--- src/rtl/instr_enc_pkg.sv ---
// Shared kind encoding, opcode/funct constants and controller state encoding
// for the instruction encoder.
package instr_enc_pkg;

   typedef enum logic [3:0] {
      K_RTYPE = 4'd0,
      K_ADDI  = 4'd1,
      K_SLTI  = 4'd2,
      K_BEQ   = 4'd3,
      K_LUI   = 4'd4,
      K_ORI   = 4'd5,
      K_BNE   = 4'd6,
      K_LW    = 4'd7,
      K_SW    = 4'd8,
      K_J     = 4'd9,
      K_BGT   = 4'd10,
      K_BGEZ  = 4'd11,
      K_JAL   = 4'd12,
      K_JR    = 4'd13
   } kind_e;

   localparam logic [5:0] OP_SPECIAL = 6'b000000;
   localparam logic [5:0] OP_REGIMM  = 6'b000001;
   localparam logic [5:0] OP_J       = 6'b000010;
   localparam logic [5:0] OP_JAL     = 6'b000011;
   localparam logic [5:0] OP_BEQ     = 6'b000100;
   localparam logic [5:0] OP_BNE     = 6'b000101;
   localparam logic [5:0] OP_BGT     = 6'b000111;
   localparam logic [5:0] OP_ADDI    = 6'b001000;
   localparam logic [5:0] OP_SLTI    = 6'b001010;
   localparam logic [5:0] OP_ORI     = 6'b001101;
   localparam logic [5:0] OP_LUI     = 6'b001111;
   localparam logic [5:0] OP_LW      = 6'b100011;
   localparam logic [5:0] OP_SW      = 6'b101011;

   localparam logic [5:0] FUNCT_JR   = 6'b001000;
   localparam logic [4:0] RT_BGEZ    = 5'b00001;

   typedef enum logic [1:0] {
      ST_IDLE = 2'b00,
      ST_RUN  = 2'b01,
      ST_ERR  = 2'b10
   } state_e;

endpackage

--- src/rtl/instr_field_pack.sv ---
// Combinational packing of request fields into a 32-bit instruction word,
// flagging kinds that have no encoding.
module instr_field_pack
   import instr_enc_pkg::*;
(
   input  logic [3:0]  kind,
   input  logic [4:0]  rs,
   input  logic [4:0]  rt,
   input  logic [4:0]  rd,
   input  logic [5:0]  funct,
   input  logic [25:0] imm,
   output logic [31:0] word,
   output logic        illegal
);

   always_comb begin
      // NOTE: defaults first so every path assigns both outputs and no latch is inferred.
      word    = '0;
      illegal = 1'b0;
      case (kind_e'(kind))
         K_RTYPE: word = {OP_SPECIAL, rs, rt, rd, 5'b0, funct};
         K_JR:    word = {OP_SPECIAL, rs, 15'b0, FUNCT_JR};
         K_ADDI:  word = {OP_ADDI, rs, rt, imm[15:0]};
         K_SLTI:  word = {OP_SLTI, rs, rt, imm[15:0]};
         K_BEQ:   word = {OP_BEQ,  rs, rt, imm[15:0]};
         K_ORI:   word = {OP_ORI,  rs, rt, imm[15:0]};
         K_BNE:   word = {OP_BNE,  rs, rt, imm[15:0]};
         K_LW:    word = {OP_LW,   rs, rt, imm[15:0]};
         K_SW:    word = {OP_SW,   rs, rt, imm[15:0]};
         K_BGT:   word = {OP_BGT,  rs, rt, imm[15:0]};
         K_LUI:   word = {OP_LUI, 5'b0, rt, imm[15:0]};
         K_BGEZ:  word = {OP_REGIMM, rs, RT_BGEZ, imm[15:0]};
         K_J:     word = {OP_J,   imm};
         K_JAL:   word = {OP_JAL, imm};
         default: illegal = 1'b1;
      endcase
   end

endmodule

--- src/rtl/instr_encoder.sv ---
// Request-to-instruction-word encoder with a one-deep output register,
// address/count tracking and an IDLE/RUN/ERR controller.
module instr_encoder
   import instr_enc_pkg::*;
(
   input  logic        clk_i,
   input  logic        rst_i,
   input  logic        start_i,
   input  logic        stop_i,
   input  logic [31:0] base_addr_i,
   input  logic        req_valid_i,
   output logic        req_ready_o,
   input  logic [3:0]  req_kind_i,
   input  logic [4:0]  rs_i,
   input  logic [4:0]  rt_i,
   input  logic [4:0]  rd_i,
   input  logic [5:0]  funct_i,
   input  logic [25:0] imm_i,
   output logic [31:0] instr_o,
   output logic [31:0] addr_o,
   output logic        instr_valid_o,
   input  logic        instr_ready_i,
   output logic [15:0] count_o,
   output logic        err_o,
   output logic [1:0]  state_o
);

   state_e      state;
   logic        stop_pend;
   logic [31:0] addr;
   logic [31:0] word;
   logic        illegal;
   logic        accept;
   logic        out_hs;

   instr_field_pack u_pack (
      .kind    (req_kind_i),
      .rs      (rs_i),
      .rt      (rt_i),
      .rd      (rd_i),
      .funct   (funct_i),
      .imm     (imm_i),
      .word    (word),
      .illegal (illegal)
   );

   assign req_ready_o = (state == ST_RUN) && !stop_pend && (!instr_valid_o || instr_ready_i);
   assign accept      = req_valid_i && req_ready_o;
   assign out_hs      = instr_valid_o && instr_ready_i;
   assign state_o     = state;

   always_ff @(posedge clk_i or posedge rst_i) begin
      if (rst_i) begin
         state         <= ST_IDLE;
         stop_pend     <= 1'b0;
         addr          <= '0;
         instr_o       <= '0;
         addr_o        <= '0;
         instr_valid_o <= 1'b0;
         count_o       <= '0;
         err_o         <= 1'b0;
      end else begin
         // NOTE: non-blocking assignments; later statements override earlier ones in the same cycle.
         if (out_hs) begin
            instr_valid_o <= 1'b0;
            if (count_o != 16'hFFFF) count_o <= count_o + 16'd1;
         end

         if (accept) begin
            if (illegal) begin
               err_o <= 1'b1;
               state <= ST_ERR;
            end else begin
               instr_o       <= word;
               addr_o        <= addr;
               instr_valid_o <= 1'b1;
               addr          <= addr + 32'd4;
            end
         end

         // start_i has priority over stop and reloads the stream
         if (start_i) begin
            state     <= ST_RUN;
            addr      <= base_addr_i;
            count_o   <= '0;
            err_o     <= 1'b0;
            stop_pend <= 1'b0;
         end else if (state == ST_RUN && (stop_i || stop_pend)) begin
            if (!accept && (!instr_valid_o || out_hs)) begin
               state     <= ST_IDLE;
               stop_pend <= 1'b0;
            end else begin
               stop_pend <= 1'b1;
            end
         end
      end
   end

endmodule
--- config.mk ---
export PLATFORM = sky130hd
export DESIGN_NAME = instr_encoder
export DESIGN_NICKNAME = d
export VERILOG_FILES = /design/src/rtl/instr_enc_pkg.sv /design/src/rtl/instr_field_pack.sv /design/src/rtl/instr_encoder.sv
export SDC_FILE = /design/constraint.sdc
export NUM_CORES = 1
export LEC_CHECK = 0
export BUFFER_PORTS_ARGS = -buffer_cell sky130_fd_sc_hd__buf_4
export CORE_MARGIN = 1.5
export CORE_UTILIZATION = 37
export DETAILED_ROUTE_END_ITERATION = 8
export PLACE_DENSITY = 0.62
export SLEW_MARGIN = 20
export SYNTH_ARGS = -nofsm -noshare
export SYNTH_HDL_FRONTEND = slang
export SYNTH_SLANG_ARGS = --single-unit
--- constraint.sdc ---
create_clock -name clk_i -period 4.04 [get_ports clk_i]
set_input_delay 0.606 -clock clk_i [delete_from_list [all_inputs] [get_ports clk_i]]
set_output_delay 0.606 -clock clk_i [all_outputs]
set_load 0.02 [all_outputs]
==> results, run 1 <==
- The flow ran to the end, and the final reports show no timing, DRC or antenna violations.
- For this design the static power due to leakage is around 3.6 nW.
- In this run the worst path has a maximum fanout of 7.
- After synthesis, the cell types taking the most area are sky130_fd_sc_hd__dfrtp_1, sky130_fd_sc_hd__nand2_1, sky130_fd_sc_hd__nor2_1.
- In this run the remaining antenna-violating nets after routing total 0.
- The synthesized netlist devotes a little under an eighth of its cell area to compound gates.
- The number of primary I/O pins is between 150 and 200.
- The first routing iteration left ~280 violations.
- The maximum buffer depth of the clock tree is 2.
- After detailed routing, the total wire length is 15700 microns.
- From bottom edge to top edge, the die measures ~130 microns.
- The final setup violation count is 0.
- The count of distinct cell types in the synthesized netlist is 53.
- Routability-driven placement finished with a final weighted congestion of between 0.9 and 1.
- After synthesis, flip-flops and latches occupy between 50 and 60% of the total area.
- The dominant combinational cell family by area after synthesis is simple AND/OR/NAND/NOR gates.
- The number of H-tree branching levels is 4.
- The post-layout net count is just under 900.
- STA classifies the critical path startpoint as a flip-flop.
- The share of flip-flops with an asynchronous set or reset is 100%.
- The final critical delay including setup and external delays is about 2.5 ns.
- The tightest min-delay check is of the in -> async type.
- The share of synthesized area spent on multiplexers is under 10%.
- The combined area of the multi-input logic cells is between 2000 and 3000 sq um.
- The vias after detailed routing is about 5200.
- For this run the aggregate overflow at the end of global routing stands at 0.
- Headroom to the max-slew limit came out at a little over two fifths.
- The area of the mapped netlist is ~5700 sq um.
- Data on the critical path arrives at its endpoint at 2.78 ns.
- The initialized floorplan defines 44 standard-cell rows.
- After floorplanning, the core was sized to cover 14700 sq um.
- The simple-gate share of the synthesized area is approximately a quarter.
- The ratio of final minimum period to clock period is between 60% and 70%.
- Counting flops with a built-in enable in the synthesized netlist gives 0.
- The number of failing hold endpoints at the final stage is 0.
- Leaving out filler cells and counting taps, the final layout contains 1000.
- The average instance in the mapped netlist occupies 8.79 sq um.
- The number of buffers created by CTS is 17.
- The floorplan step defined a die boundary enclosing about 16000 sq um.
- The post-synthesis cell type with the largest combined area is sky130_fd_sc_hd__dfrtp_1.
- The worst register-to-register path has a depth of 6.
- The count of inserted antenna diode cells is 0.
- Based on the critical path, the design can be clocked at up to 408 MHz.
- Among all flip-flop cells after synthesis, the most frequent one is sky130_fd_sc_hd__dfrtp_1.
- Buffers placed on the I/O ports in this run total 172.
- The number of antenna violations at the first check in global routing is 0.
- Setup repair after global routing left no endpoint under its margin.
- The worst setup path is of the reg -> reg kind.
- The total DRC errors in the routed layout is 0.
- When the netlist entered floorplanning its net count stood at 734.
- The final clock skew is about 0.0097 ns.
- The total of cells resized after clock tree synthesis is 0.
- The maximum number of pins on one net before global-route repair is 73.
- For this run, the detailed router's first-pass iteration total came to 7.
- The area taken by flip-flops and latches is 2900 sq um.
- The largest vdd supply drop is about 310 uV.
- The top cell type by area accounts for 51.4% of the synthesized area.
- The clock root buffer master is sky130_fd_sc_hd__clkbuf_16.
- After clock tree synthesis, the setup repair step added 0 buffers.
- The core utilization of the finished layout is a little over half.
- The most common cell after layout, fill and taps aside is sky130_fd_sc_hd__buf_4.
- The proportion of layout cells with a drive suffix above 1 is approximately 28%.
- STA classifies the critical path endpoint as a flip-flop.
- The first-pass GRT wire length is between 20000 and 30000 microns.
- During synthesis, Yosys emitted a total of 0 warnings.
- The via-per-instance ratio is 5.24.
- TritonCTS built the clock tree.
- Across every metal layer, demand over resource in global routing totals ~20%.
- Dividing total power by cell area gives a power density of around 560 nW/um^2.
- The synthesized flop and latch total is between 100 and 150.
- Counting every sink on the clock net gives roughly 120.
- The area growth from synthesis to layout is 35.7%.
- After clock tree synthesis, the clock-pin slew on the worst setup and hold paths is 0.05 ns.
- At the pin with the least slew margin, the transition time is 0.873 ns.
- The tool flagged a number of max-cap violations equal to 0.
- After detailed routing, the average wire length per cell comes to 15.7 microns.
- The max-slew violation total from the final report is 0.
- The required time of the critical path is between 4 and 5 ns.
- The share of the synthesized netlist area taken by xor and xnor gates is approximately 5.3%.
- Prior to clock tree synthesis, the placed netlist has a worst setup slack of 1.19 ns.
- The post-placement cell count is 969.
- In the layout the commonest cells are sky130_fd_sc_hd__buf_4, sky130_fd_sc_hd__nand2_1, sky130_fd_sc_hd__dfrtp_1, sky130_fd_sc_hd__nor2_1, sky130_fd_sc_hd__o21ai_0.
- The minimum setup slack in the final design is about 1.6 ns.
- The number of buffers inserted for hold repair after clock tree synthesis is 0.
- The number of instances in the synthesized netlist is approximately 640.
- The synthesized netlist devotes 0.443% of its cell area to adder and majority cells.
- The die boundary width is roughly 130 microns.
- The HPWL after detailed placement is between 10000 and 15000 microns.
- The later pin in the worst-skew pair is clocked with a latency of slightly above 0.4 ns.
- The number of inserted filler cells in the final layout is between 1000 and 1500.
- The via count of the first global-routing pass came to just over 5000.
- After routing, the total negative slack on setup checks comes to 0 ns.
- The initial utilization of the core area, before any placement, comes to 38.4%.
path summary, 6_finish.rpt:
check | startpoint | end | slack [ns]
worst max-delay path | addr[2]$_DFFE_PP0P_ | addr[28]$_DFFE_PP0P_ | 1.59
worst min-delay path | rst_i | instr_o[8]$_DFFE_PP0P_ | 0.39
worst max register to register | addr[2]$_DFFE_PP0P_ | addr[28]$_DFFE_PP0P_ | 1.59
worst min register to register | instr_o[10]$_DFFE_PP0P_ | instr_o[10]$_DFFE_PP0P_ | 0.47
max in group asynchronous | rst_i | addr[1]$_DFFE_PP0P_ | 2.76
min in group clk_i | base_addr_i[15] | addr[15]$_DFFE_PP0P_ | 0.40
where the power goes:
part | leakage (nW) | internal, mW | switching (mW)
Combinational | 1.86 | 0.518 | 0.730
Sequential | 1.43 | 1.43 | 0.184
Clock | 0.278 | 0.901 | 0.515
synth_stat cells (all sizes together), types with 3 or more instances:
library cell	n
mux2	3
clkbuf	27
a221oi	21
mux2i	3
o21ai	38
o22ai	4
and4	6
or4	5
nor3	7
buf	10
nand3	29
nor4	15
or3	8
nand2	160
inv	14
nand2b	5
a21oi	12
a211oi	3
and3	4
a31oi	7
nor2	68
dfrtp	116
nand4	13
nor2b	6
xor2	16
xnor2	18
worst max-delay path, stage by stage (launching register included):
cell and delay [ns]:
sky130_fd_sc_hd__dfrtp_1 0.42, sky130_fd_sc_hd__ha_1 0.36, sky130_fd_sc_hd__nand4_1 0.16, sky130_fd_sc_hd__nor4_1 0.54
sky130_fd_sc_hd__nand3_1 0.27, sky130_fd_sc_hd__or4_1 0.45, sky130_fd_sc_hd__a31oi_1 0.17
cells by family (layout without fill, tap and decap cells):
family	Yosys count	after routing
and+or+nand+nor	332	332
DFF	116	116
buffers and inverters	51	224
AOI/OAI and AO/OA	101	101
muxes	6	6
xor gates and xnor gates	34	34
other	1	1
adders and majority gates	2	2
per-layer routing:
layer	part of all wire, %	up-vias	track usage (%)
met5	0	-	0
met4	2.0	0	7.91
met3	6.2	21	5.15
met2	47	168	32.3
met1	45	2506	26.9
li1	-	2547	-
cell type report:
type,instances,area share [%]
Multi-Input combinational cell,476,33.5
Inverter,14,0.718
Sequential cell,116,37.9
Clock inverter,9,1.03
Tap cell,184,3.00
Clock buffer,22,6.32
Timing Repair Buffer,179,17.5
stage by stage:
step           total power [mW]  hold slack (ns)  cell area [sq um]
2_1_floorplan              2.28            0.435               5650
3_3_place_gp               2.86            0.446               7100
3_5_place_dp               2.89            0.460               7100
4_1_cts                    4.32            0.387               7660
5_1_grt                    4.51            0.399               7660
6_report                   4.27            0.387               7660
state kept, by name (all words and copies together) (netlist names):
signal and count:
instr_valid_o 1, instr_o 31, addr 32, err_o 1
state_o 2, addr_o 32, stop_pend 1, count_o 16
(Power assumes the default switching activity.)
==> run 2, diff against run 1 <==
--- a/config.mk
+++ b/config.mk
@@ -9,7 +9,7 @@
 export CORE_MARGIN = 1.5
 export CORE_UTILIZATION = 37
 export DETAILED_ROUTE_END_ITERATION = 8
-export PLACE_DENSITY = 0.62
+export PLACE_DENSITY = 0.64
 export SLEW_MARGIN = 20
 export SYNTH_ARGS = -nofsm -noshare
 export SYNTH_HDL_FRONTEND = slang
==> constraint.sdc (replaced) <==
create_clock -name clk_i -period 2.1 [get_ports clk_i]
set_input_delay 0.315 -clock clk_i [delete_from_list [all_inputs] [get_ports clk_i]]
set_output_delay 0.315 -clock clk_i [all_outputs]
set_load 0.02 [all_outputs]
==> run 2 against run 1 <==
  * Count of clock-buffer cells in the layout decreased by 2
  * Design area is 5.6% higher
  * Power grew 97%
  * Critical path depth shrank 1
  * Utilization increased by 2.9 points
  * Wire length grew 4.7%
  * Combinational power is 110% higher
  * Non-clock buffer count rose by 43
  * First-iteration DRC count increased by 43%
  * Maximum frequency increased by 20%
  * Register-to-register slack worse by 1.5 ns
  * Largest power group unchanged
==> results, run 2 (same netlist as run 1, synthesis figures left out) <==
- Measured along the y axis, the die boundary spans ~130 microns.
- The type of element launching the critical path is a flip-flop.
- The final weighted congestion in routability-driven placement is between 0.9 and 1.
- The starting utilization of the core area is 38.4%.
- The via-per-instance ratio is between 5 and 6.
- During placement, the flow inserted port buffers numbering 172.
- The clock network latency to the later pin of the worst-skew pair is between 0.4 and 0.5 ns.
- On the worst path, the slowest cell contributes a delay of 0.44 ns.
- Setup total negative slack on the finished layout was measured at 0 ns.
- The worst register-to-register path begins at state_o[0]$_DFF_PP0_.
- The combined global-route utilization of all metal layers is between 20% and 30%.
- Setup violations remaining at the end of the flow were counted as 0.
- The number of buffers created by CTS is 17.
- In the final layout, flip-flops and latches occupy between 2000 and 3000 sq um.
- In the detailed route, the total length drawn on met2 is just under 8000 microns.
- In this run the static leakage power is 3.81 nW.
- The filler cells instantiated in the layout total 1327.
- The number of antenna violations at the first check in global routing is 0.
- The number of failing hold endpoints at the final stage is 0.
- The worst hold slack is roughly 0.11 ns.
- The final clock skew is 0.00698 ns.
- Along the worst path, the maximum fanout reaches 4.
- The top cell types in the final layout, fill and taps aside, are sky130_fd_sc_hd__buf_4, sky130_fd_sc_hd__nand2_1, sky130_fd_sc_hd__dfrtp_1, sky130_fd_sc_hd__nor2_1, sky130_fd_sc_hd__o21ai_0.
- The slowest stage cell on the critical path is sky130_fd_sc_hd__or3_4.
- Counting tap cells, the placed design contains a total of 1009 instances.
- The worst hold path belongs to the class in -> reg.
- The routed design has 16400 microns of wire.
- The reg-to-reg setup timing slack is just under 0.06 ns.
- The path depth of the worst reg2reg path is 5.
- The combined area of the multi-input logic cells is roughly 2600 sq um.
- In the final layout, the share of cells above drive strength 1 is 31.5%.
- Sequential cells burn 36.3% of the power.
- At the worst endpoint, the arrival time is 2.37 ns.
- Of the total power, combinational logic draws 30.7%.
- The startpoint of the worst setup timing path is state_o[0]$_DFF_PP0_.
- Data on the critical path is required at its endpoint by approximately 2.4 ns.
- The routed layout has between 5000 and 6000 vias.
- The number of placement rows is between 40 and 50.
- The endpoint identified for the worst register-to-register timing path is addr[29]$_DFFE_PP0P_.
- The net count of the finished layout is 938.
- Cell internal power was estimated by the tool at 5.64 mW.
- For this block, the initial DRC count from the detailed router was approximately 390.
- The capturing element type of the critical path is a flip-flop.
- The number of H-tree branching levels is 4.
- After detailed routing, the number of remaining DRC violations is 0.
- The max-slew violation total from the final report is 0.
- The highest routing layer actually used is met4.
- The critical path is of the reg -> reg type.
- The via count of the first global-routing pass came to around 5400.
- The largest registers in the layout are addr (32), addr_o (32), instr_o (31).
- The number of optimization iterations in the first detailed-route pass is 5.
- The clock root buffer master is sky130_fd_sc_hd__clkbuf_16.
- Walking the worst path, the cells encountered are nor2b_1 -> nand4_1 -> or3_4 -> or4_1 -> a31oi_1.
- For this run, the top clock speed supported by timing is 490 MHz.
- The die covers between 15000 and 20000 sq um.
- No sink is reached through more buffers than the 2 on the longest clock path.
- The cell family contributing the most delay on the critical path is simple AND/OR/NAND/NOR gates.
- From synthesis to final layout, the design area changed by 43.3%.
- The most common cell after layout, fill and taps aside is sky130_fd_sc_hd__buf_4.
- In this run the remaining antenna-violating nets after routing total 0.
- The flow ran to the end, and the final reports show no timing, DRC or antenna violations.
- The number of cells on the critical path is 5.
- The max-capacitance violation count is 0.
- The maximum number of pins on one net before global-route repair is between 40 and 50.
- The detailed router put a total of between 7000 and 8000 microns of wire on met1.
- The first-pass GRT wire length is 26800 microns.
- The number of buffer and inverter stages on the critical path is 0.
- The number of primary I/O pins is around 170.
- In the finished design, the share of the clock period the worst path needs comes to between 90% and 100%.
- The power density of the placed cells is about 1000 nW/um^2.
- The end point of the critical path is addr[29]$_DFFE_PP0P_.
- The repair_antennas step left the layout with diodes totalling 0.
- Counting every sink on the clock net gives 116.
- IR analysis of the VDD net gives a maximum drop of 583 uV.
- The final critical delay including setup and external delays is between 2 and 2.5 ns.
- The clock transition time at the flip-flop clock pins of the worst setup and hold paths is roughly 0.060 ns.
- After legalization and detailed placement, the total HPWL measured 12000 microns.
- The total congestion overflow is 0.
- TritonCTS built the clock tree.
- The final routed wire length divided by cell count is 15.7 microns.
- The switching power as a share of total power is 33.0%.
- The core area is approximately 15000 sq um.
- Detailed routing placed a total of around 970 microns of wire on met3.
- The net switching power is between 2 and 3 mW.
- For this run, the number of standard cells in the final layout without fillers is 1043.
- The clock network burns approximately a third of the power.
- The die is about 130 microns wide.
run 2: worst min-delay path by stage:
stage	slack [ns]	to	start	cells after the start
floorplan	0.43	addr_o[0]$_DFFE_PP0P_	addr[0]$_DFFE_PP0P_	2
global placement	0.29	addr[9]$_DFFE_PP0P_	rst_i	2
detailed placement	0.30	addr[10]$_DFFE_PP0P_	rst_i	2
CTS	0.09	addr[15]$_DFFE_PP0P_	base_addr_i[15]	3
global route	0.11	addr[15]$_DFFE_PP0P_	base_addr_i[15]	3
finish	0.11	addr[15]$_DFFE_PP0P_	base_addr_i[15]	3
run 2: worst register-to-register path, stage by stage (launching register included):
cell                      delay (ns)
sky130_fd_sc_hd__dfrtp_1        0.40
sky130_fd_sc_hd__nor2b_1        0.33
sky130_fd_sc_hd__nand4_1        0.21
sky130_fd_sc_hd__or3_4          0.44
sky130_fd_sc_hd__or4_1          0.41
sky130_fd_sc_hd__a31oi_1        0.17
run 2: per-layer routing:
layer | GRT usage [%] | up-vias
met5 | 0 | -
met4 | 6.83 | 0
met3 | 4.68 | 24
met2 | 34.4 | 187
met1 | 28.2 | 2603
li1 | - | 2632
run 2: power groups by stage:
stage	Sequential, mW	Combinational, mW	Clock (mW)
2_1_floorplan	3.61	0.773	0
3_3_place_gp	3.07	2.58	0
3_5_place_dp	3.10	2.60	0
4_1_cts	3.06	2.61	2.84
5_1_grt	3.13	2.79	2.95
6_report	3.06	2.59	2.77
run 2: timing repair:
| action | in CTS | in global routing |
|---|---|---|
| gates resized for setup | 2 | 2 |
| endpoints found under the hold margin | 9 | 0 |
| pin swaps | 4 | 1 |
| endpoints found under the setup margin | 1 | 9 |
| hold buffers | 1 | 0 |
| buffers inserted | 2 | 0 |
run 2: layout make-up:
| type | instances | share of cell area [%] |
|---|---|---|
| flip-flops and latches | 116 | 35.9 |
| inverters | 14 | 0.695 |
| repair buffers | 222 | 21.5 |
| well taps | 184 | 2.84 |
| clock buffers | 20 | 5.64 |
| multi-input cells | 476 | 32.1 |
| clock inverters | 11 | 1.36 |
run 2: per-stage QoR:
step / setup slack (ns) / utilization [%] / cell area [sq um] / total power, mW
2_1_floorplan: -0.0558 / - / 5660 / 4.39
3_3_place_gp: -0.183 / 50.9 / 7480 / 5.64
3_5_place_dp: -0.257 / 50.9 / 7480 / 5.69
4_1_cts: 0.00676 / 55.0 / 8090 / 8.52
5_1_grt: -0.00431 / 55.1 / 8100 / 8.88
6_report: 0.0586 / 55.1 / 8100 / 8.42
